==> config.mk <==
export PLATFORM = sky130hd
export DESIGN_NAME = fpu_normalize_round
export DESIGN_NICKNAME = d
export VERILOG_FILES = /design/src/rtl/fpu_normalize_round_pkg.sv /design/src/rtl/fpu_normalize_round_pri_encoder.sv /design/src/rtl/fpu_normalize_round.sv
export SDC_FILE = /design/constraint.sdc
export NUM_CORES = 1
export LEC_CHECK = 0
export BUFFER_PORTS_ARGS = -buffer_cell sky130_fd_sc_hd__buf_4
export CORE_MARGIN = 2
export CORE_UTILIZATION = 61
export CTS_CLUSTER_DIAMETER = 200
export DETAILED_ROUTE_END_ITERATION = 16
export HOLD_SLACK_MARGIN = 0.08
export PLACE_DENSITY = 0.82
export SYNTH_ARGS = -nofsm -noshare
export SYNTH_HDL_FRONTEND = slang
export SYNTH_SLANG_ARGS = --single-unit
==> constraint.sdc <==
create_clock -name clk -period 5 [get_ports clk]
set_clock_uncertainty 0.05 [all_clocks]
set_input_delay 0.75 -clock clk [delete_from_list [all_inputs] [get_ports clk]]
set_output_delay 0.75 -clock clk [all_outputs]
set_load 0.02 [all_outputs]
==> src/rtl/fpu_normalize_round_pkg.sv <==
// Shared FPU constants: default datapath widths, result flag bit positions
// and the rounding-mode enumeration.
package fpu_normalize_round_pkg;

   localparam int FPU_WIDTH     = 106;
   localparam int FPU_WIDTH_LOG = 7;
   localparam int FPU_EXP_W     = 11;
   localparam int FPU_FRAC_W    = 52;

   // Flag vector layout is {overflow, underflow, inexact, zero}.
   localparam int FLAG_W         = 4;
   localparam int FLAG_OVERFLOW  = 3;
   localparam int FLAG_UNDERFLOW = 2;
   localparam int FLAG_INEXACT   = 1;
   localparam int FLAG_ZERO      = 0;

   typedef enum logic [2:0] {
      RM_RNE,
      RM_RTZ,
      RM_RDN,
      RM_RUP,
      RM_RMM
   } round_mode_e;

endpackage

==> src/rtl/fpu_normalize_round_pri_encoder.sv <==
// Priority encoder returning the index of the most significant set bit;
// an all-zero input yields index 0, so callers must detect zero separately.
module fpu_pri_encoder #(
   parameter int WIDTH     = 106,
   parameter int WIDTH_LOG = 7
) (
   input  logic [WIDTH-1:0]     in_i,
   output logic [WIDTH_LOG-1:0] msb_o
);

   // Ascending scan so the highest set bit is the last one written.
   always_comb begin
      msb_o = '0;
      for (int i = 0; i < WIDTH; i++) begin
         if (in_i[i]) begin
            msb_o = WIDTH_LOG'(i);
         end
      end
   end

endmodule

==> src/rtl/fpu_normalize_round.sv <==
// Three-stage normalize / round-to-nearest-even / pack pipeline that turns a
// raw mantissa product into a packed IEEE-754 result with status flags.
module fpu_normalize_round
   import fpu_normalize_round_pkg::*;
#(
   parameter int WIDTH     = FPU_WIDTH,
   parameter int WIDTH_LOG = FPU_WIDTH_LOG,
   parameter int EXP_W     = FPU_EXP_W,
   parameter int FRAC_W    = FPU_FRAC_W
) (
   input  logic               clk,
   input  logic               rst_n,
   input  logic               in_valid,
   output logic               in_ready,
   input  logic               in_sign,
   input  logic [EXP_W+2:0]   in_exp,
   input  logic [WIDTH-1:0]   in_mant,
   output logic               out_valid,
   input  logic               out_ready,
   output logic               out_sign,
   output logic [EXP_W-1:0]   out_exp,
   output logic [FRAC_W-1:0]  out_frac,
   output logic [FLAG_W-1:0]  out_flags
);

   localparam int EW = EXP_W + 3;
   localparam logic [EW-1:0]        EXP_REF    = EW'(WIDTH - 2);
   localparam logic [EW-1:0]        EXP_MAX    = EW'((1 << EXP_W) - 1);
   localparam logic [EW-1:0]        EXP_ZERO   = '0;
   localparam logic [WIDTH_LOG-1:0] TOP_IDX    = WIDTH_LOG'(WIDTH - 1);
   localparam round_mode_e          ROUND_MODE = RM_RNE;

   logic                 s1Ready;
   logic                 s2Ready;
   logic                 s3Ready;

   logic                 s1Valid_q;
   logic                 s2Valid_q;
   logic                 s3Valid_q;

   logic [WIDTH_LOG-1:0] leadIdx;
   logic                 s1Sign_q;
   logic [EW-1:0]        s1Exp_q;
   logic [WIDTH-1:0]     s1Mant_q;
   logic [WIDTH_LOG-1:0] s1Idx_q;

   logic [WIDTH_LOG-1:0] shiftAmt;
   logic [WIDTH-1:0]     mantNorm_d;
   logic [EW-1:0]        expAdj_d;

   logic                 s2Sign_q;
   logic [EW-1:0]        s2Exp_q;
   logic [WIDTH-2:0]     s2Mant_q;
   logic                 s2Zero_q;

   logic [FRAC_W-1:0]    fracRaw;
   logic                 guardBit;
   logic                 stickyBit;
   logic [FRAC_W:0]      fracInc;
   logic                 roundUp;
   logic                 fracCarry;
   logic [FRAC_W-1:0]    fracRnd;
   logic [EW-1:0]        expRnd;
   logic                 isOverflow;
   logic                 isUnderflow;

   logic                 outSign_d;
   logic [EXP_W-1:0]     outExp_d;
   logic [FRAC_W-1:0]    outFrac_d;
   logic [FLAG_W-1:0]    outFlags_d;

   logic                 outSign_q;
   logic [EXP_W-1:0]     outExp_q;
   logic [FRAC_W-1:0]    outFrac_q;
   logic [FLAG_W-1:0]    outFlags_q;

   // A stage may load whenever it is empty or its content moves on this cycle.
   assign s3Ready  = !s3Valid_q || out_ready;
   assign s2Ready  = !s2Valid_q || s3Ready;
   assign s1Ready  = !s1Valid_q || s2Ready;
   assign in_ready = s1Ready;

   fpu_pri_encoder #(
      .WIDTH     (WIDTH),
      .WIDTH_LOG (WIDTH_LOG)
   ) uPriEnc (
      .in_i  (in_mant),
      .msb_o (leadIdx)
   );

   always_ff @(posedge clk or negedge rst_n) begin
      if (!rst_n) begin
         s1Valid_q <= 1'b0;
         s2Valid_q <= 1'b0;
         s3Valid_q <= 1'b0;
      end else begin
         if (s1Ready) s1Valid_q <= in_valid;
         if (s2Ready) s2Valid_q <= s1Valid_q;
         if (s3Ready) s3Valid_q <= s2Valid_q;
      end
   end

   // Move the leading one to bit WIDTH-1 and rebase the exponent to match.
   always_comb begin
      shiftAmt   = TOP_IDX - s1Idx_q;
      mantNorm_d = s1Mant_q << shiftAmt;
      expAdj_d   = s1Exp_q + {{(EW-WIDTH_LOG){1'b0}}, s1Idx_q} - EXP_REF;
   end

   // A zero mantissa is the only input that leaves no leading one after the shift.
   always_ff @(posedge clk) begin
      if (in_valid && s1Ready) begin
         s1Sign_q <= in_sign;
         s1Exp_q  <= in_exp;
         s1Mant_q <= in_mant;
         s1Idx_q  <= leadIdx;
      end
      if (s1Valid_q && s2Ready) begin
         s2Sign_q <= s1Sign_q;
         s2Exp_q  <= expAdj_d;
         s2Mant_q <= mantNorm_d[WIDTH-2:0];
         s2Zero_q <= !mantNorm_d[WIDTH-1];
      end
   end

   always_comb begin
      fracRaw     = s2Mant_q[WIDTH-2 -: FRAC_W];
      guardBit    = s2Mant_q[WIDTH-2-FRAC_W];
      stickyBit   = |s2Mant_q[WIDTH-3-FRAC_W:0];
      fracInc     = {1'b0, fracRaw} + (FRAC_W+1)'(1);
      roundUp     = (ROUND_MODE == RM_RNE) && guardBit && (stickyBit || fracRaw[0]);
      fracCarry   = roundUp && fracInc[FRAC_W];
      fracRnd     = roundUp ? fracInc[FRAC_W-1:0] : fracRaw;
      expRnd      = s2Exp_q + EW'(fracCarry);
      isOverflow  = !s2Zero_q && ($signed(expRnd) >= $signed(EXP_MAX));
      isUnderflow = !s2Zero_q && ($signed(expRnd) <= $signed(EXP_ZERO));
   end

   // Special cases replace the rounded value; inexact reflects the discarded bits
   // except that overflow and underflow always report it.
   always_comb begin
      outSign_d  = s2Sign_q;
      outExp_d   = expRnd[EXP_W-1:0];
      outFrac_d  = fracRnd;
      outFlags_d = '0;
      if (s2Zero_q) begin
         outExp_d              = '0;
         outFrac_d             = '0;
         outFlags_d[FLAG_ZERO] = 1'b1;
      end else if (isOverflow) begin
         outExp_d                  = '1;
         outFrac_d                 = '0;
         outFlags_d[FLAG_OVERFLOW] = 1'b1;
         outFlags_d[FLAG_INEXACT]  = 1'b1;
      end else if (isUnderflow) begin
         outExp_d                   = '0;
         outFrac_d                  = '0;
         outFlags_d[FLAG_UNDERFLOW] = 1'b1;
         outFlags_d[FLAG_INEXACT]   = 1'b1;
      end else begin
         outFlags_d[FLAG_INEXACT] = guardBit || stickyBit;
      end
   end

   always_ff @(posedge clk or negedge rst_n) begin
      if (!rst_n) begin
         outSign_q  <= 1'b0;
         outExp_q   <= '0;
         outFrac_q  <= '0;
         outFlags_q <= '0;
      end else if (s3Ready && s2Valid_q) begin
         outSign_q  <= outSign_d;
         outExp_q   <= outExp_d;
         outFrac_q  <= outFrac_d;
         outFlags_q <= outFlags_d;
      end
   end

   assign out_valid = s3Valid_q;
   assign out_sign  = outSign_q;
   assign out_exp   = outExp_q;
   assign out_frac  = outFrac_q;
   assign out_flags = outFlags_q;

endmodule

After elaboration in Yosys (flattened, before gate mapping)
Cells that the tools add are included.
{"block": "word_totals", "wordCells": 165, "regBits": 320, "out_inout_bits": 70, "inputBits": 125}
{"block": "op_classes", "shifts": 1, "n_addsub": 5, "mux": 118, "n_lt_le_gt_ge": 2, "n_reduce_logical": 21}
{"op": "$mux W6", "n": 64}
{"op": "$mux W52", "n": 4}
{"op": "$shl A106 B7 Y106", "n": 1}
{"op": "$mux W5", "n": 16}
{"op": "$mux W4", "n": 16}
{"op": "$add A52 B1 Y53 const B", "n": 1}
{"op": "$reduce_or A52 Y1", "n": 1}
{"op": "$reduce_or A42 Y1", "n": 1}
{"op": "$mux W11", "n": 3}
{"op": "$mux W3", "n": 5}
{"op": "$add A14 B1 Y14", "n": 1}
{"op": "$add A14 B7 Y14", "n": 1}
{"op": "$ge A14 B12 Y1 const B", "n": 1}
{"op": "$le A14 B1 Y1 const B", "n": 1}
{"op": "$sub A14 B7 Y14 const B", "n": 1}
{"op": "$reduce_or A10 Y1", "n": 1}
{"op": "$mux W1", "n": 8}
{"op": "$logic_and A1 B1 Y1", "n": 7}
{"op": "$sub A7 B7 Y7 const A", "n": 1}
{"op": "$logic_not A1 Y1", "n": 5}
{"op": "$logic_or A1 B1 Y1", "n": 5}
{"op": "$mux W2", "n": 2}
{"op": "$reduce_or A2 Y1", "n": 1}

Logic depth before layout (Yosys ltp)
{"block": "depth", "ltp_word": 104, "depth_mapped": 18, "depth_no_buf": 16}

By module
Synthesis repeated with hierarchy kept, for this count alone.
{"block": "unflattened", "cells_unflattened": 1989, "hier_area_um2": 21665.8}
{"module": "fpu_normalize_round", "cells_each": 1746, "seq_area_each_um2": 9253.9, "area_each_um2": 20348.3, "n_inst": 1}
{"module": "fpu_pri_encoder", "cells_each": 243, "seq_area_each_um2": 0.0, "area_each_um2": 1317.5, "n_inst": 1}

Worst setup path before layout
No wires, ideal clock.
{"block": "synth_path", "path_type": "in2reg", "start": "in out_ready", "end": "reg s1Exp_q[0], enable pin", "required_time_ns": 4.448, "path_stages": 3, "t_arrival_ns": 4.008, "setup_time_ns": 0.502, "n_path_buf": 0, "slack_ns": 0.440, "cell_sequence": "nor2b_1 > nand3_1 > and2_1"}
{"block": "synth_between", "elab_chain_cells": 4}
{"element": "start: declaration", "line_no": "fpu_normalize_round.sv:19", "text": "input logic out_ready,"}
{"element": "$logic_or A1 B1 Y1", "line_no": "fpu_normalize_round.sv:78", "text": "assign s3Ready = !s3Valid_q || out_ready;"}
{"element": "$logic_or A1 B1 Y1", "line_no": "fpu_normalize_round.sv:79", "text": "assign s2Ready = !s2Valid_q || s3Ready;"}
{"element": "$logic_or A1 B1 Y1", "line_no": "fpu_normalize_round.sv:80", "text": "assign s1Ready = !s1Valid_q || s2Ready;"}
{"element": "via in_ready", "line_no": "fpu_normalize_round.sv:14", "text": "output logic in_ready,"}
{"element": "$logic_and A1 B1 Y1", "line_no": "fpu_normalize_round.sv:112", "text": "if (in_valid && s1Ready) begin"}
{"element": "end signal: assignment", "line_no": "fpu_normalize_round.sv:114", "text": "s1Exp_q <= in_exp;"}
{"element": "end: declaration", "line_no": "fpu_normalize_round.sv:43", "text": "logic [EW-1:0] s1Exp_q;"}
The timed path passes the listed nets, and every way through them passes these cells.
A chain may end at the register's enable or synchronous reset.

Worst setup path in the final report
{"block": "layout_path", "start": "reg s2Mant_q[71]", "end": "reg outFrac_q[0], in the netlist out_frac[0]"}
{"block": "layout_between", "elab_chain_cells": 8, "word_cells_on_any_way": 10, "cone_classes": "add/sub: 2; order compare: 2; mux: 3; reduce/logical: 3"}
{"element": "start: declaration", "line_no": "fpu_normalize_round.sv:53", "text": "logic [WIDTH-2:0] s2Mant_q;"}
{"element": "start signal: assignment", "line_no": "fpu_normalize_round.sv:121", "text": "s2Mant_q <= mantNorm_d[WIDTH-2:0];"}
{"element": "$add A52 B1 Y53 *", "line_no": "fpu_normalize_round.sv:130", "text": "fracInc = {1'b0, fracRaw} + (FRAC_W+1)'(1);"}
{"element": "$logic_and A1 B1 Y1 *", "line_no": "fpu_normalize_round.sv:132", "text": "fracCarry = roundUp && fracInc[FRAC_W];"}
{"element": "$add A14 B1 Y14 *", "line_no": "fpu_normalize_round.sv:134", "text": "expRnd = s2Exp_q + EW'(fracCarry);"}
{"element": "$le A14 B1 Y1", "line_no": "fpu_normalize_round.sv:136", "text": "isUnderflow = !s2Zero_q && ($signed(expRnd) <= $signed(EXP_ZERO));"}
{"element": "$logic_and A1 B1 Y1", "line_no": "fpu_normalize_round.sv:136"}
{"element": "$mux W52", "line_no": "fpu_normalize_round.sv:155", "text": "end else if (isUnderflow) begin"}
{"element": "$mux W52 *", "line_no": "fpu_normalize_round.sv:150", "text": "end else if (isOverflow) begin"}
{"element": "$mux W52 *", "line_no": "fpu_normalize_round.sv:146", "text": "if (s2Zero_q) begin"}
{"element": "end signal: assignment", "line_no": "fpu_normalize_round.sv:174", "text": "outFrac_q <= outFrac_d;"}
{"element": "end: declaration", "line_no": "fpu_normalize_round.sv:74", "text": "logic [FRAC_W-1:0] outFrac_q;"}
Mark *: on every way between the ends. The rest lies on a longest branch, timed or not.

==> metrics <==
Final Util 0.7079; antenna viol nets, final 0; Synth Area in Adders 0.01480; TritonCTS Buffers 36; initial antenna violation count 0; Power Dens Cells between 300 and 400 nW/µm²; clock power share 0.292; critical path endpoint category flip-flop; Die Y-Extent 188.6 µm; share of synthesized flip-flops with an asynchronous set or reset 0.2219; core area 33530 µm²; ANT cells 0; CTS tree done; GPL Wtd Cong about 1.0; placed inst area about 23000 µm²; fin. max-slew vios 0; Die W 188.6 µm; detailed-placement wirelength estimate roughly 45000 µm; Synth cell types 74; Max clock buf depth 3; Starting DRT DRC Count ~1700; Worst-path clk slew roughly 0.060 ns; DIE AREA 35580 µm²; Root Driver clkbuf_16; largest net degree at the start of global routing ~120; required time of the critical path 5.34 ns; Storage cell area between 9000 and 10000 µm²; RSZ-0062 raised after global routing false; WS Path Type flip-flop to flip-flop; Synth Net Count approximately 2200; min-delay worst type input pin to async pin; PortBufs ~190; total power approximately 0.0085 W; Tot GR Track Use 0.3404; global-route wire length before repair about 94000 µm; Post-synth EDFFs approximately 250; synthesized-area fraction occupied by and/or/nand/nor cells 0.1657; fin crit share 0.9344; R2R cell count 15; filler instances 2483; io pins roughly 200; Syn Std Cell Area between 20000 and 25000 µm²; crit path max fanout 52; Post-Syn Area per Cell 10.11 µm²; row cnt 67; Synth Register Bits 320; Slew @ Worst Pin ~1.1 ns; Worst Path Arrival 5.02 ns; Psw 0.002911 W; Logic pwr share 0.307; part of the power in registers 0.402; Initial DRT Pass Iterations 5; Via density about 6.5; worst vdd ir approximately 0.00025 V; H-Tree Depth 2; area occupied by multi-input gates 10820 µm²; clk sinks 320; startpoint types flip-flop; Top FF cell, synth edfxtp_1; max-cap viol count 0; Starting Density 0.6201; Switching Share 0.3407; Pint about 0.0056 W; wire per inst 22.58 µm; Non-Filler Instances approximately 2700; post-CTS setup buffer count 0; status finished, final reports clean; clk_lat worst skew around 0.54 ns; Post-Synth XOR/XNOR Area 0.03406; synthesis-to-finish area growth 14.16%; Synth Warn # 0; largest family of logic cells by synthesized area simple AND/OR/NAND/NOR gates; Worst path max stage delay approximately 0.50 ns; grt total ovfl 0; layout cell share with drive strength beyond 1 0.1996; critical path cell sequence and4_1 -> nand4_1 -> nor2_1 -> and3_1 -> and4_1 -> and4_1 -> ha_1 -> ha_1 -> nand4_1 -> xnor2_1 -> o21bai_1 -> or4_4 -> nand4_1 -> buf_4 -> o21ai_0; normalized max-slew margin 0.2558; vias in the first global route between 15000 and 20000; DRC viols 0; Placed Cells 2604; fin crit period between 4 and 5 ns; Synth Area in Compound Gates 0.1383; post-synthesis mux area share 0.1620; via count about 17000; Setup TNS Final 0 ns; register area share after synthesis 0.4450; Leak Pwr approximately 9 nW; Post-Route WL between 60000 and 70000 µm; post-route cell area roughly 24000 µm²; Worst path slowest cell or4_4; Nets approximately 2300; Post-Syn Instances between 2000 and 2500; Final setup viols 0; Final Hold Viols 0; fmax 0.2140 GHz
[worst max-delay path: cells and delay by family (launching register included)]
kind / cells / cell delay (ns)
flops: 1 / 0.42
fa+ha+maj: 2 / 0.59
compound gates: 2 / 0.35
xor+xnor: 1 / 0.21
simple gates: 9 / 2.46
buf+inv: 1 / 0.43
[layer usage]
metal / vias to the layer above / track usage / part of all wire
met5: - / 0 / 0
met4: 0 / 0.1421 / 0.044
met3: 137 / 0.04563 / 0.082
met2: 962 / 0.5404 / 0.46
met1: 8299 / 0.4763 / 0.41
li1: 8012 / - / -
[cell type report]
| type | instances | area share |
|---|---|---|
| Sequential cell | 320 | 0.3898 |
| Tap cell | 448 | 0.02361 |
| Clock inverter | 12 | 0.004691 |
| Timing Repair Buffer | 229 | 0.07505 |
| Clock buffer | 51 | 0.04243 |
| Multi-Input combinational cell | 1553 | 0.4559 |
| Inverter | 54 | 0.008538 |
[cells in the final DEF (no fill, tap or decap), drive strengths merged, types with 24 or more instances in the layout]
| cell type | n |
|---|---|
| o211ai | 45 |
| nand4 | 26 |
| xor2 | 43 |
| nor2 | 223 |
| nor3 | 47 |
| inv | 58 |
| clkbuf | 51 |
| dfrtp | 71 |
| edfxtp | 249 |
| mux2 | 49 |
| nor4 | 54 |
| a21oi | 122 |
| nand3 | 46 |
| mux4 | 82 |
| a211oi | 24 |
| and3 | 29 |
| o22ai | 25 |
| xnor2 | 37 |
| o21ai | 158 |
| nand2 | 264 |
| mux2i | 97 |
| buf | 229 |
[cells by family (layout without fill, tap and decap cells)]
kind of cell / after synthesis / count (layout)
xor+xnor: 80 / 80
simple gates: 750 / 750
compound gates: 471 / 471
fa+ha+maj: 24 / 24
buf+inv: 184 / 346
flops: 320 / 320
mux: 228 / 228
[flip-flops by register name, summed over array words and instances, names as in the netlist, 4 cells and up]
register and cells:
out_exp 11, out_flags 4, s2Mant_q 105, s2Exp_q 14, s1Exp_q 14, s1Mant_q 106
s1Idx_q 7, out_frac 52
[synthesized netlist by cell type, types with 45 or more instances]
| cell | n | area share |
|---|---|---|
| dfrtp_1 | 71 | 0.085 |
| nor4_1 | 53 | 0.016 |
| o211ai_1 | 45 | 0.016 |
| mux4_2 | 82 | 0.089 |
| mux2i_1 | 97 | 0.047 |
| nand3_1 | 45 | 0.011 |
| mux2_2 | 48 | 0.026 |
| nor2_1 | 223 | 0.040 |
| inv_1 | 52 | 0.0094 |
| o21ai_1 | 81 | 0.019 |
| a21oi_1 | 122 | 0.029 |
| o21ai_0 | 76 | 0.018 |
| edfxtp_1 | 249 | 0.36 |
| clkbuf_1 | 62 | 0.011 |
| nand2_1 | 264 | 0.048 |
[power groups by stage]
stage          clock [W]  combinational [W]  sequential (W)
6_report         0.00249            0.00262         0.00343
2_1_floorplan          0            0.00162         0.00347
3_3_place_gp           0            0.00250         0.00345
5_1_grt          0.00263            0.00278         0.00346
3_5_place_dp           0            0.00253         0.00347
4_1_cts          0.00251            0.00255         0.00342
[what timing repair did]
action	in CTS	in global routing
gates resized for setup	0	1
hold buffers	0	0
setup endpoints to repair	0	1
[per-stage QoR]
step	worst slack (ns)	hold slack (ns)
floorplan	0.4398	0.3503
global placement	0.6204	0.3534
detailed placement	0.4002	0.3565
CTS	0.3709	0.2774
global route	0.03860	0.3209
finish	0.3280	0.2563
[final timing paths]
| path | slack, ns | startpoint | end |
|---|---|---|---|
| setup / recovery | 0.33 | s2Mant_q[71] | out_frac[0] |
| hold / removal | 0.26 | rst_n | out_exp[5] |
| setup reg to reg | 0.33 | s2Mant_q[71] | out_frac[0] |
| hold reg to reg | 0.37 | s1Sign_q | outSign_d |
| max in group asynchronous | 4.09 | rst_n | out_frac[10] |
| min in group clk | 0.34 | in_sign | s1Sign_q |
Note: power is estimated with default switching activity, not from simulation.
